--- src/rtl/fp_normalize_round.sv ---
// Post-addition normalise/round stage of the single-precision FP adder.
// Shifts the extended magnitude one bit per cycle, rounds to nearest-even, packs an IEEE-754 result.
module fp_normalize_round #(
    parameter int EXP_W  = 8,
    parameter int FRAC_W = 23,
    parameter int MAG_W  = FRAC_W + 5
) (
    input  logic                    clock,
    input  logic                    reset_n,
    input  logic                    start,
    input  logic                    sign_in,
    input  logic [EXP_W-1:0]        exp_in,
    input  logic [MAG_W-1:0]        mag_in,
    output logic                    busy,
    output logic                    done,
    output logic [EXP_W+FRAC_W:0]   result,
    output logic                    overflow,
    output logic                    underflow
);

    typedef enum logic [1:0] {
        IDLE  = 2'd0,
        NORM  = 2'd1,
        ROUND = 2'd2
    } state_t;

    state_t             r_state;
    logic               r_sign;
    logic [EXP_W-1:0]   r_exp;
    logic [MAG_W-1:0]   r_mag;

    logic [MAG_W-1:0]   w_mag_rshift;
    logic [EXP_W-1:0]   w_exp_inc;
    logic               w_round_up;
    logic [MAG_W-4:0]   w_mag_hi;
    logic [MAG_W-1:0]   w_mag_rnd;

    // Right shift folds the dropped R bit into sticky so no information is lost for rounding.
    assign w_mag_rshift = {1'b0, r_mag[MAG_W-1:2], r_mag[1] | r_mag[0]};
    assign w_exp_inc    = r_exp + EXP_W'(1);
    assign w_round_up   = r_mag[2] & (r_mag[1] | r_mag[0] | r_mag[3]);
    assign w_mag_hi     = r_mag[MAG_W-1:3] + {{(MAG_W-4){1'b0}}, w_round_up};
    assign w_mag_rnd    = {w_mag_hi, 3'b000};

    always_ff @(posedge clock) begin
        if (!reset_n) begin
            r_state   <= IDLE;
            r_sign    <= 1'b0;
            r_exp     <= '0;
            r_mag     <= '0;
            busy      <= 1'b0;
            done      <= 1'b0;
            result    <= '0;
            overflow  <= 1'b0;
            underflow <= 1'b0;
        end else begin
            done <= 1'b0;
            case (r_state)
                IDLE: begin
                    if (start) begin
                        r_sign    <= sign_in;
                        r_exp     <= exp_in;
                        r_mag     <= mag_in;
                        busy      <= 1'b1;
                        overflow  <= 1'b0;
                        underflow <= 1'b0;
                        r_state   <= NORM;
                    end
                end
                NORM: begin
                    if (r_mag == '0) begin
                        result  <= '0;
                        done    <= 1'b1;
                        busy    <= 1'b0;
                        r_state <= IDLE;
                    end else if (r_mag[MAG_W-1]) begin
                        r_mag <= w_mag_rshift;
                        r_exp <= w_exp_inc;
                        if (w_exp_inc == {EXP_W{1'b1}}) begin
                            result   <= {r_sign, {EXP_W{1'b1}}, {FRAC_W{1'b0}}};
                            overflow <= 1'b1;
                            done     <= 1'b1;
                            busy     <= 1'b0;
                            r_state  <= IDLE;
                        end
                    end else if (!r_mag[MAG_W-2]) begin
                        if (r_exp <= EXP_W'(1)) begin
                            result    <= {r_sign, {(EXP_W+FRAC_W){1'b0}}};
                            underflow <= 1'b1;
                            done      <= 1'b1;
                            busy      <= 1'b0;
                            r_state   <= IDLE;
                        end else begin
                            r_mag <= {r_mag[MAG_W-2:0], 1'b0};
                            r_exp <= r_exp - EXP_W'(1);
                        end
                    end else begin
                        r_state <= ROUND;
                    end
                end
                ROUND: begin
                    if (w_mag_rnd[MAG_W-1]) begin
                        // Rounding carried out of the hidden bit; renormalise through NORM.
                        r_mag   <= w_mag_rnd;
                        r_state <= NORM;
                    end else begin
                        result  <= {r_sign, r_exp, w_mag_rnd[MAG_W-3:3]};
                        done    <= 1'b1;
                        busy    <= 1'b0;
                        r_state <= IDLE;
                    end
                end
                default: r_state <= IDLE;
            endcase
        end
    end

endmodule

--- config.mk ---
export PLATFORM = sky130hd
export DESIGN_NAME = fp_normalize_round
export DESIGN_NICKNAME = d
export VERILOG_FILES = /design/src/rtl/fp_normalize_round.sv
export SDC_FILE = /design/constraint.sdc
export NUM_CORES = 1
export LEC_CHECK = 0
export ABC_CLOCK_PERIOD_IN_PS = 3480
export CAP_MARGIN = 20
export CORE_AREA = 4 4 111 113
export DETAILED_ROUTE_END_ITERATION = 10
export DIE_AREA = 0 0 115 117
export GPL_TIMING_DRIVEN = 0
export PLACE_DENSITY = 0.68
export SETUP_SLACK_MARGIN = 0.5
export SKIP_LAST_GASP = 1
export SYNTH_ARGS = -nofsm -noshare
export SYNTH_HDL_FRONTEND = slang
export SYNTH_SLANG_ARGS = --single-unit
--- constraint.sdc ---
create_clock -name clock -period 3.48 [get_ports clock]
set_input_delay 1.044 -clock clock [delete_from_list [all_inputs] [get_ports clock]]
set_output_delay 1.044 -clock clock [all_outputs]
set_load 0.02 [all_outputs]
# ---- Yosys cells after proc, flatten, opt, wreduce, memory -nomap -nowiden
# Cells that the tools add are included.
dict set report totals {
  reg_bits 75
  in_bits 40
  output_inout_bits 36
  wordCells 102
}
dict set report classes {
  add_sub_neg 3
  magnitude_cmp 1
  eq_ne 18
  muxes 53
  n_bitwise 3
  n_reduce_logical 14
}
# operator n
set op_table {}
lappend op_table {{2-to-1 mux 32 bit} 6}
lappend op_table {{2-to-1 mux 28 bit} 3}
lappend op_table {{one-hot mux 28 bit (3 select lines)} 1}
lappend op_table {{2-to-1 mux 27 bit} 3}
lappend op_table {{one-hot mux 32 bit (2 select lines)} 1}
lappend op_table {{2-to-1 mux 8 bit} 5}
lappend op_table {{logical NOT 28 bit} 1}
lappend op_table {{adder 25 x 1 -> 25 bit} 1}
lappend op_table {{2-to-1 mux 1 bit} 22}
lappend op_table {{inequality test 2 bit (second input constant)} 9}
lappend op_table {{AND reduction 6 bit} 3}
lappend op_table {{one-hot mux 8 bit (2 select lines)} 1}
lappend op_table {{AND reduction 5 bit} 3}
lappend op_table {{2-to-1 mux 2 bit} 6}
lappend op_table {{inequality test 4 bit (second input constant)} 3}
lappend op_table {{adder 8 x 1 -> 8 bit (second input constant)} 1}
lappend op_table {{equality test 8 bit (second input constant)} 1}
lappend op_table {{less-or-equal comparator 8 x 1 -> 1 bit (second input constant)} 1}
lappend op_table {{subtractor 8 x 1 -> 8 bit (second input constant)} 1}
lappend op_table {{inequality test 3 bit (second input constant)} 2}
lappend op_table {{one-hot mux 1 bit (2 select lines)} 3}
lappend op_table {{one-hot mux 2 bit (3 select lines)} 1}
lappend op_table {{inequality test 5 bit (second input constant)} 1}
lappend op_table {{AND reduction 4 bit} 1}
lappend op_table {{other kinds (10)} 12}

# ---- Longest topological paths before layout
# Gate-level depths: netlist of the first run.
dict set report logic_depth {
  depth_word 6
  depth_mapped 12
  depth_no_buf 8
}

# ---- Worst setup path before layout of the first run
# Ideal clock, no wire load.
dict set report synth_path {
  kind {flip-flop to flip-flop}
  startpoint {register r_mag[2]}
  endpoint {register r_mag[18]}
  setup_ns 0.129
  arrival_ns 2.791
  required_ns 3.351
  setup_slack_ns 0.561
  stages_incl_launch_ff 13
  n_path_buf 4
  synth_period_minus_slack_ns 2.919
  cell_sequence {dfxtp_1 clkbuf_1 and2_1 ha_1 and3_1 buf_2 nand4_4 or4_1 buf_2 a311o_1 nor2_1 buf_2 o32ai_1}
}
dict set report synth_between {
  elab_chain_cells 4
  elab_cells_between_ends 8
  cone_classes {add/sub: 1; eq/ne: 2; mux: 2; bitwise: 1; reduce/logical: 2}
}
# element line_no
set synth_rtl {}
lappend synth_rtl {{start, declared} 30} ;# logic [MAG_W-1:0] r_mag;
lappend synth_rtl {{start signal, assigned} 63} ;# r_mag <= mag_in;
lappend synth_rtl {{start signal, assigned} 77} ;# r_mag <= w_mag_rshift;
lappend synth_rtl {{start signal, assigned} 94} ;# r_mag <= {r_mag[MAG_W-2:0], 1'b0};
lappend synth_rtl {{AND 1 bit} 41} ;# assign w_round_up = r_mag[2] & (r_mag[1] | r_mag[0] | r_mag[3]);
lappend synth_rtl {{adder 25 x 1 -> 25 bit} 42} ;# assign w_mag_hi = r_mag[MAG_W-1:3] + {{(MAG_W-4){1'b0}}, w_round_up};
lappend synth_rtl {{inequality test 2 bit (no source line) or 2-to-1 mux 28 bit (tied branches)} -}
lappend synth_rtl {{AND reduction 6 bit (no source line) or one-hot mux 28 bit (3 select lines) (tied branches)} -}
# Several ways; a longest one is shown, not always the timed one. The select of a mux whose other input is x is not followed.
# A chain may end at the register's enable or synchronous reset.

# ---- Worst setup path in the final report of the first run
dict set report layout_path {
  startpoint {register r_mag[3]}
  endpoint {register r_mag[12]}
}
dict set report layout_between {
  elab_chain_cells 5
  elab_cells_between_ends 9
  cone_classes {add/sub: 1; eq/ne: 2; mux: 2; bitwise: 2; reduce/logical: 2}
}
# element line_no
set layout_rtl {}
lappend layout_rtl {{OR 1 bit} 41}
lappend layout_rtl {{AND 1 bit} 41}
lappend layout_rtl {{adder 25 x 1 -> 25 bit} 42}
lappend layout_rtl {{inequality test 2 bit (no source line) or 2-to-1 mux 28 bit (tied branches)} -}
lappend layout_rtl {{AND reduction 6 bit (no source line) or one-hot mux 28 bit (3 select lines) (tied branches)} -}
# Several ways; a longest one is shown, not always the timed one. The select of a mux whose other input is x is not followed.

==> results of run 1 <==
[cells in the mapped netlist, types with 10 or more instances]
library cell / count
a21oi_1: 43
a221oi_1: 10
buf_2: 15
clkbuf_1: 55
dfxtp_1: 75
mux2i_1: 19
nand2_1: 99
nand3_1: 34
nand4_1: 23
nor2_1: 34
nor3_1: 12
nor4_1: 13
o211ai_1: 11
o21ai_0: 23
o22ai_1: 15
o31ai_1: 10
xor2_1: 11
[stage by stage]
| stage | setup slack, ns | std cells | total power (uW) | setup TNS [ns] |
|---|---|---|---|---|
| after global placement | -0.125 | 882 | 3890 | -2.34 |
| final | 0.556 | 914 | 5130 | 0 |
| after floorplan | 0.561 | 665 | 3070 | 0 |
| after CTS | 0.511 | 904 | 4930 | 0 |
| after detailed placement | -0.142 | 882 | 3920 | -2.97 |
| after global routing | 0.485 | 914 | 5380 | 0 |
[worst register-to-register path, stage by stage, from the launching register on]
cell and delay [ns]:
dfxtp_2 0.35, buf_8 0.10, and2_4 0.14, ha_4 0.12, and3_4 0.18, buf_6 0.13
nand4_4 0.12, or4_4 0.57, buf_6 0.15, a311oi_4 0.36, buf_12 0.18, nand3_4 0.13
buf_4 0.19, o22ai_1 0.14
[state kept, by name (all words and copies together), names as in the netlist]
| name | cells |
|---|---|
| r_exp | 8 |
| underflow | 1 |
| overflow | 1 |
| busy | 1 |
| result | 32 |
| r_sign | 1 |
| r_state | 2 |
| r_mag | 28 |
| done | 1 |
[timing repair]
action                     4_1_cts  5_1_grt
resized for setup               27       29
setup endpoints to repair       63       60
pin swaps                        3        5
buffers inserted                 6       10
gates cloned                     1        0
[cell type report]
type | instances | area share
plain buffers | 75 | 0.0573
clock buffers | 13 | 0.0381
clock inverters | 2 | 0.00191
inverters | 10 | 0.00572
multi-input cells | 505 | 0.504
flip-flops and latches | 75 | 0.229
well taps | 143 | 0.0272
repair buffers | 91 | 0.137
[routing by layer]
metal  part of all wire  wire length, um
met4              0.033              665
met2               0.47             9600
met5                  0                0
met3              0.085             1720
met1               0.41             8320
[path summary, 6_finish.rpt]
path / to / start / slack, ns
worst max-delay path: r_mag[12]$_SDFFE_PN0P_ / r_mag[3]$_SDFFE_PN0P_ / 0.56
worst min-delay path: result[16]$_SDFFE_PN0P_ / result[16]$_SDFFE_PN0P_ / 0.45
worst min register to register: result[16]$_SDFFE_PN0P_ / result[16]$_SDFFE_PN0P_ / 0.45
worst max register to register: r_mag[12]$_SDFFE_PN0P_ / r_mag[3]$_SDFFE_PN0P_ / 0.56
[cells by family after synthesis]
logic type                 after synthesis  share of synthesized area
muxes                                   20                     0.0400
DFF                                     75                      0.298
and+or+nand+nor                        259                      0.255
AOI/OAI and AO/OA                      197                      0.281
adders and majority gates                9                     0.0223
xor gates and xnor gates                20                     0.0347
buffers and inverters                   85                     0.0695
[power by group through the flow]
| stage | clock network [uW] | logic (uW) | registers, uW |
|---|---|---|---|
| after floorplan | 0 | 1760 | 1310 |
| after global placement | 0 | 2600 | 1290 |
| after detailed placement | 0 | 2630 | 1300 |
| after CTS | 881 | 2770 | 1280 |
| after global routing | 911 | 3140 | 1330 |
| final | 877 | 2950 | 1310 |
==> flow_summary.toml, run 1 <==
[outcome]
status = "complete, no violations"

[critical_path]
crit_path_frequent_cell = "buf_6"
start_kind = "register"
reg2reg_depth = 13
cp_data_arrival_time_ns = 3.20
critPathSlowestCell = "or4_4"
worstPathMaxFanout = 7
path_class = "register to register"
path_cells = "buf_8 -> and2_4 -> ha_4 -> and3_4 -> buf_6 -> nand4_4 -> or4_4 -> buf_6 -> a311oi_4 -> buf_12 -> nand3_4 -> buf_4 -> o22ai_1"
crit_family = "simple AND/OR/NAND/NOR gates"
end_kind = "register"
required_ns = 3.76
critPathMaxStageDelay_ns = 0.57
crit_cells = 13
worst-path-buf-inv = 5

[clock_tree]
cts_tree = "yes"
clock_latency_ns = 0.35
clk_pin_slew_ns = 0.06
cts_hold_buf = 0
cts_root_buffer = "clkbuf_16"
numCtsBuffers = 9
htree_num_levels = 3
cts.sink_count = 75
cts_buffer_depth = 2

[die]
row_count = 39
core_area_sq_um = 11300
die_w_um = 115
floorplan.initialDensity = 0.445
dieHeight_um = 117
ios = 76
die_area_sq_um = 13500

[grt]
track_usage = 0.298
grt_max_degree = 12
grt_pass1_wl_um = 30700
grt_pass1_vias = 5551
gr-total-overflow = 0
gr-usage-met1 = 0.377
grt_util_met3 = 0.0483
antenna_found_initial = 0
gr-max-usage-layer = "met2"
use_met2 = 0.497

[synthesis]
yosys_most_used_dff = "dfxtp_1"
synthesis.area_sq_um = 5040
ys_types = 69
synth-seq-area-share = 0.298
synth_seq_cells = 75
ys_warn_count = 0
synthArstFlopShare = 0
synth_edf_count = 0
synthCells = 665
synth_top_area_cell = "dfxtp_1"
synth_nets = 714
yosys.area.top_type_share = 0.298
synth.area.top_cells = "dfxtp_1 (30%), nand2_1 (7.4%), a21oi_1 (4.3%), clkbuf_1 (4.1%), mux2i_1 (3.8%)"
avgSynthCellArea_sq_um = 7.58

[finish]
multi_input_area_sq_um = 3310
final_common_cell = "nand2_1"
area_growth_pct = 30.3
utilization = 0.580
fin_nets = 816
final_area_sq_um = 6570
final_cell_mix = "nand2_1 (99), clkdlybuf4s50_1 (74), dfxtp_1 (73), clkbuf_1 (49), a21oi_1 (41)"
final-seq-area_sq_um = 1500
diodes = 0
drive_gt1_frac = 0.112
fill_cells = 1095

[hold_path]
hp-class = "register to register"
hold_depth = 2

[sta]
fin_hold_ws_ns = 0.454
finalMaxSlewViolations = 0
finalCritPeriodShare = 0.840
setup_viol = 0
fin_crit_ns = 2.92
rsz0062_at_grt = "yes"
fmax_mhz = 342
relSlewSlack = 0.444
skew_ns = 0.00807
hold_viol = 0
tightest_slew_ns = 0.834

[route]
drt-total-wl_um = 20300
initialDrtViolationCount = 675
drc = 0
ant_nets = 0
drt-pass1-iter-count = 6
vias = 5878
viasPerCell = 6.43
wl_per_cell_um = 22.2

[power]
clockPowerShare = 0.171
p_comb_frac = 0.575
internal_power_uw = 2690
pwr-share-seq = 0.255
p_per_area_nw_per_um2 = 781
p_leak_uw = 0.00233
ir_drop_v = 0.000387
netSwitchingPower_uw = 2440
switching_share = 0.476

[placement]
placed_area_sq_um = 5960
port_buffers = 74
globalplace.congestion = 0.957
place_hpwl_um = 14400

[run]
max-cap-violations = 0
Power figures use the tool's default switching activity.
==> run 2, diff against run 1 <==
- ABC_CLOCK_PERIOD_IN_PS: 3480 -> 2400
- PLACE_DENSITY: 0.68 -> 0.7
- clock period: 3.48 -> 2.4 ns (I/O delays scaled with it)
==> run 2 against run 1 <==
The flow now finishes with violations (setup timing). Routed wire length grew 5.1%. Critical path depth increased by 2. Hold slack better by 0.0022 ns. Worst setup slack got worse by 0.94 ns. Non-clock buffer count grew 18. Cell area up 8.9%. Maximum frequency rose by 5.0%. Combinational power rose by 69%. Power rose by 60%. Count of clock-buffer cells in the layout is the same. Largest cell class unchanged. Highest routed layer unchanged.
==> flow_summary.toml, run 2 (synthesized netlist as in run 1, its figures left out) <==
[die]
core_area_sq_um = 11300
die_area_sq_um = 13500
ios = 76
die_w_um = 115
row_count = 39
dieHeight_um = 117
floorplan.initialDensity = 0.445

[route]
drc = 0
vias = 6082
wl_per_cell_um = 22.9
drt-pass1-iter-count = 5
initialDrtViolationCount = 590
ant_nets = 0
drt-total-wl_um = 21300
viasPerCell = 6.53

[placement]
placed_area_sq_um = 6150
place_hpwl_um = 14200
globalplace.congestion = 0.993
port_buffers = 74

[sta]
finalCritPeriodShare = 1.16
relSlewSlack = 0.464
hold_viol = 0
finalMaxSlewViolations = 0
layout_setup_ws_ns = -0.385
fin_setup_tns_ns = -19.33
rsz0062_at_grt = "yes"
fin_crit_ns = 2.79
skew_ns = 0.00801
tightest_slew_ns = 0.798
fmax_mhz = 359
setup_viol = 64

[clock_tree]
cts_tree = "yes"
clock_latency_ns = 0.35
clk_pin_slew_ns = 0.06
cts.sink_count = 75
numCtsBuffers = 9
htree_num_levels = 3
cts_buffer_depth = 2
cts_root_buffer = "clkbuf_16"

[critical_path]
cp_data_arrival_time_ns = 3.08
required_ns = 2.69
reg2reg_depth = 15
start_kind = "register"
end_kind = "register"
path_class = "register to register"
worstPathMaxFanout = 5

[power]
ir_drop_v = 0.000752
finalPower_uw = 8230
p_leak_uw = 0.00278
p_per_area_nw_per_um2 = 1150

[finish]
top_regs = "result: 32 flops, r_mag: 28 flops, r_exp: 8 flops"
final_area_sq_um = 7150
top_register = "result"
final_common_cell = "nand2_1"
diodes = 0
drive_gt1_frac = 0.203
utilization = 0.632
largest_register_ffs = 32
fin_nets = 834
final_cell_mix = "nand2_1 (99), dfxtp_1 (70), a21oi_1 (39), clkdlybuf4s50_1 (38), dlygate4sd2_1 (36)"
area_growth_pct = 41.8

[outcome]
status = "finished, violations left"
violations = "setup timing"

[hold_path]
hp-class = "register to register"
hold_depth = 2

[grt]
grt_max_degree = 12
track_usage = 0.307
grt_pass1_wl_um = 31900
antenna_found_initial = 0
gr-total-overflow = 0
grt_pass1_vias = 5708

[run]
max-cap-violations = 0
==> run 2: routing by layer <==
| metal | track usage | routed length (um) | vias to the layer above | share of wire |
|---|---|---|---|---|
| li1 | - | - | 2724 | - |
| met1 | 0.380 | 8360 | 2885 | 0.39 |
| met2 | 0.501 | 9970 | 400 | 0.47 |
| met3 | 0.0735 | 2020 | 73 | 0.095 |
| met4 | 0.150 | 974 | 0 | 0.046 |
| met5 | 0 | 0 | - | 0 |
==> run 2: layout make-up <==
class | count | area [sq um]
plain buffers | 75 | 472
clock buffers | 13 | 270
clock inverters | 2 | 10.0
fillers | 1017 | 4170
inverters | 10 | 37.5
multi-input cells | 505 | 3590
flip-flops and latches | 75 | 1510
well taps | 143 | 179
repair buffers | 109 | 1080
==> run 2: repair_timing <==
item                                    in CTS  in global routing
hold buffers                                 0                  0
endpoints found under the setup margin     110                 75
cloned                                       5                  2
pin swaps                                   19                 17
gates resized for setup                    101                 39
buffers inserted                            25                  3
==> run 2: path summary, 6_finish.rpt <==
| path | from | end | slack (ns) |
|---|---|---|---|
| setup reg to reg | r_mag[2]$_SDFFE_PN0P_ | result[14]$_SDFFE_PN0P_ | -0.39 |
| hold reg to reg | result[5]$_SDFFE_PN0P_ | result[5]$_SDFFE_PN0P_ | 0.46 |
| hold / removal | result[5]$_SDFFE_PN0P_ | result[5]$_SDFFE_PN0P_ | 0.46 |
| setup / recovery | r_mag[2]$_SDFFE_PN0P_ | result[14]$_SDFFE_PN0P_ | -0.39 |
==> run 2: where the power goes <==
group          switching [uW]  internal (uW)
logic                    2980           2020
clock network             555            777
registers                 296           1600
total                    3840           4400
==> run 2: stage by stage <==
| step | cells | setup slack (ns) | hold slack (ns) |
|---|---|---|---|
| finish | 932 | -0.385 | 0.456 |
| global route | 932 | -0.439 | 0.476 |
| CTS | 927 | -0.327 | 0.460 |
| detailed placement | 882 | -0.753 | 0.448 |
| global placement | 882 | -0.672 | 0.442 |
| floorplan | 665 | -0.272 | 0.433 |
==> run 2: worst max-delay path, stage by stage, from the launching register on <==
cell and delay [ns]:
dfxtp_2 0.33, buf_8 0.09, and2_4 0.14, ha_4 0.12, and3_4 0.18, buf_6 0.11, nand4_4 0.10, or4_4 0.55
buf_6 0.15, buf_4 0.13, buf_6 0.10, buf_6 0.10, a21o_4 0.21, buf_8 0.13, a31oi_1 0.16, a31o_1 0.13
==> run 3, diff against run 2 <==
- CORE_AREA: 4 4 111 113 -> 4 4 106 108
- DIE_AREA: 0 0 115 117 -> 0 0 110 112
- GPL_ROUTABILITY_DRIVEN: not set -> 0
- PLACE_DENSITY: 0.7 -> 0.76
- REMOVE_ABC_BUFFERS: not set -> 1
==> run 3 against run 2 <==
The run still ends with setup timing left. Combinational power is essentially flat. Die area is 8.4% lower. Utilization is 7.4 points higher. Global-route usage shrank 0.40 points.
==> flow_summary.toml, run 3 (synthesized netlist as in run 1, its figures left out) <==
[clock_tree]
numCtsBuffers = 9
cts_hold_buf = 0
clock_latency_ns = 0.37
cts_tree = "yes"
cts_root_buffer = "clkbuf_8"
cts_buffer_depth = 2
cts.sink_count = 75
htree_num_levels = 3
clk_pin_slew_ns = 0.08

[die]
core_area_sq_um = 10200
row_count = 37
die_area_sq_um = 12300
dieHeight_um = 112
floorplan.initialDensity = 0.493
die_w_um = 110
ios = 76

[sta]
finalMaxSlewViolations = 0
setup_viol = 55
tightest_slew_ns = 0.673
skew_ns = 0.0185
finalCritPeriodShare = 1.07
layout_setup_ws_ns = -0.178
hold_viol = 0
relSlewSlack = 0.551
fin_hold_ws_ns = 0.457
fmax_mhz = 388
rsz0062_at_grt = "yes"
fin_setup_tns_ns = -4.81
fin_crit_ns = 2.58

[finish]
diodes = 0
largest_register_ffs = 32
area_growth_pct = 43.2
top_register = "result"
final_area_sq_um = 7220
top_regs = "result: 32 flops, r_mag: 28 flops, r_exp: 8 flops"
drive_gt1_frac = 0.275
fill_cells = 732
final_common_cell = "nand2_1"
final_cell_mix = "nand2_1 (99), buf_4 (48), dfxtp_1 (47), a21oi_1 (39), clkdlybuf4s50_1 (38)"
fin_nets = 805

[grt]
grt_max_degree = 89
grt_pass1_vias = 5795
antenna_found_initial = 0
grt_pass1_wl_um = 29800
gr-total-overflow = 0
track_usage = 0.303

[placement]
dpl_worst_slack_ns = -1.28
place_hpwl_um = 10200
port_buffers = 75
placed_area_sq_um = 5750

[power]
p_per_area_nw_per_um2 = 1190
ir_drop_v = 0.000587
p_leak_uw = 0.00273
finalPower_uw = 8600

[critical_path]
reg2reg_depth = 10
required_ns = 2.64
ff2ff_setup_slack_ns = -0.18
critPathSlowestCell = "a311o_2"
r2r-start = "r_mag[2]$_SDFFE_PN0P_"
end_kind = "register"
worstPathMaxFanout = 5
path_cells = "and2_4 -> ha_4 -> and3_4 -> nand4_4 -> or4_4 -> a311o_2 -> nor2_4 -> buf_6 -> buf_16 -> o22ai_2"
start_kind = "register"
cp_data_arrival_time_ns = 2.82
r2r-end = "r_mag[15]$_SDFFE_PN0P_"
critPathMaxStageDelay_ns = 0.50
path_class = "register to register"

[run]
max-cap-violations = 0

[route]
drc = 0
vias = 6250
ant_nets = 0
drt-total-wl_um = 20200
viasPerCell = 6.97
drt-pass1-iter-count = 6
wl_per_cell_um = 22.5
initialDrtViolationCount = 929

[outcome]
violations = "setup timing"
status = "finished, violations left"

[hold_path]
hold_depth = 2
holdPathEnd = "result[5]$_SDFFE_PN0P_"
hold_start = "result[5]$_SDFFE_PN0P_"
hp-class = "register to register"
-- run 3: cell types whose count changed in the layout (fill, tap and decap cells not counted), sizes merged --
cell | before | now
inv | 8 | 6
buf | 56 | 79
a21o | 4 | 5
clkbuf | 67 | 12
clkinvlp | 0 | 3
a311o | 2 | 3
clkinv | 4 | 3
bufinv | 0 | 2
-- run 3: layout make-up --
type | instances | area, sq um | area share
flip-flops and latches | 75 | 1560 | 0.217
inverters | 10 | 53.8 | 0.00745
clock inverters | 4 | 72.6 | 0.0101
repair buffers | 153 | 1470 | 0.204
well taps | 136 | 170 | 0.0236
clock buffers | 12 | 155 | 0.0215
multi-input cells | 507 | 3730 | 0.517
-- run 3: repair_timing --
action	CTS	global route
gates resized for setup	169	36
pin swaps	22	17
gates cloned	3	0
endpoints found under the setup margin	111	73
buffers inserted	59	13
-- run 3: through the flow --
step                 util  cells
floorplan               -    590
global route        0.706    897
detailed placement  0.562    806
finish              0.706    897
CTS                 0.677    884
global placement    0.552    801
-- run 3: where the power goes --
group	switching [uW]	internal [uW]
sequential	738	1670
combinational	2780	2240
clock	537	642
-- run 3: per-layer routing --
layer	vias to the layer above	track usage	routed length, um
met4	0	0.155	1430
met1	2899	0.382	7370
met3	161	0.0701	2250
met5	-	0	0
li1	2676	-	-
met2	514	0.476	9160
-- run 3: critical path: cells and delay by family (launching register included) --
family | cells | cell delay, ns
DFF | 1 | 0.37
and+or+nand+nor | 5 | 1.12
adders and majority gates | 1 | 0.12
buffers and inverters | 2 | 0.26
AOI/OAI and AO/OA | 2 | 0.56
-- run 3: worst max-delay path by stage --
stage,from,cells past startpoint,end
2_1_floorplan,r_mag[2]$_SDFFE_PN0P_,8,result[0]$_SDFFE_PN0P_
3_3_place_gp,r_mag[2]$_SDFFE_PN0P_,8,result[2]$_SDFFE_PN0P_
3_5_place_dp,r_mag[2]$_SDFFE_PN0P_,8,r_mag[25]$_SDFFE_PN0P_
4_1_cts,r_mag[2]$_SDFFE_PN0P_,10,r_mag[18]$_SDFFE_PN0P_
5_1_grt,r_mag[2]$_SDFFE_PN0P_,10,r_mag[21]$_SDFFE_PN0P_
6_report,r_mag[2]$_SDFFE_PN0P_,10,r_mag[15]$_SDFFE_PN0P_
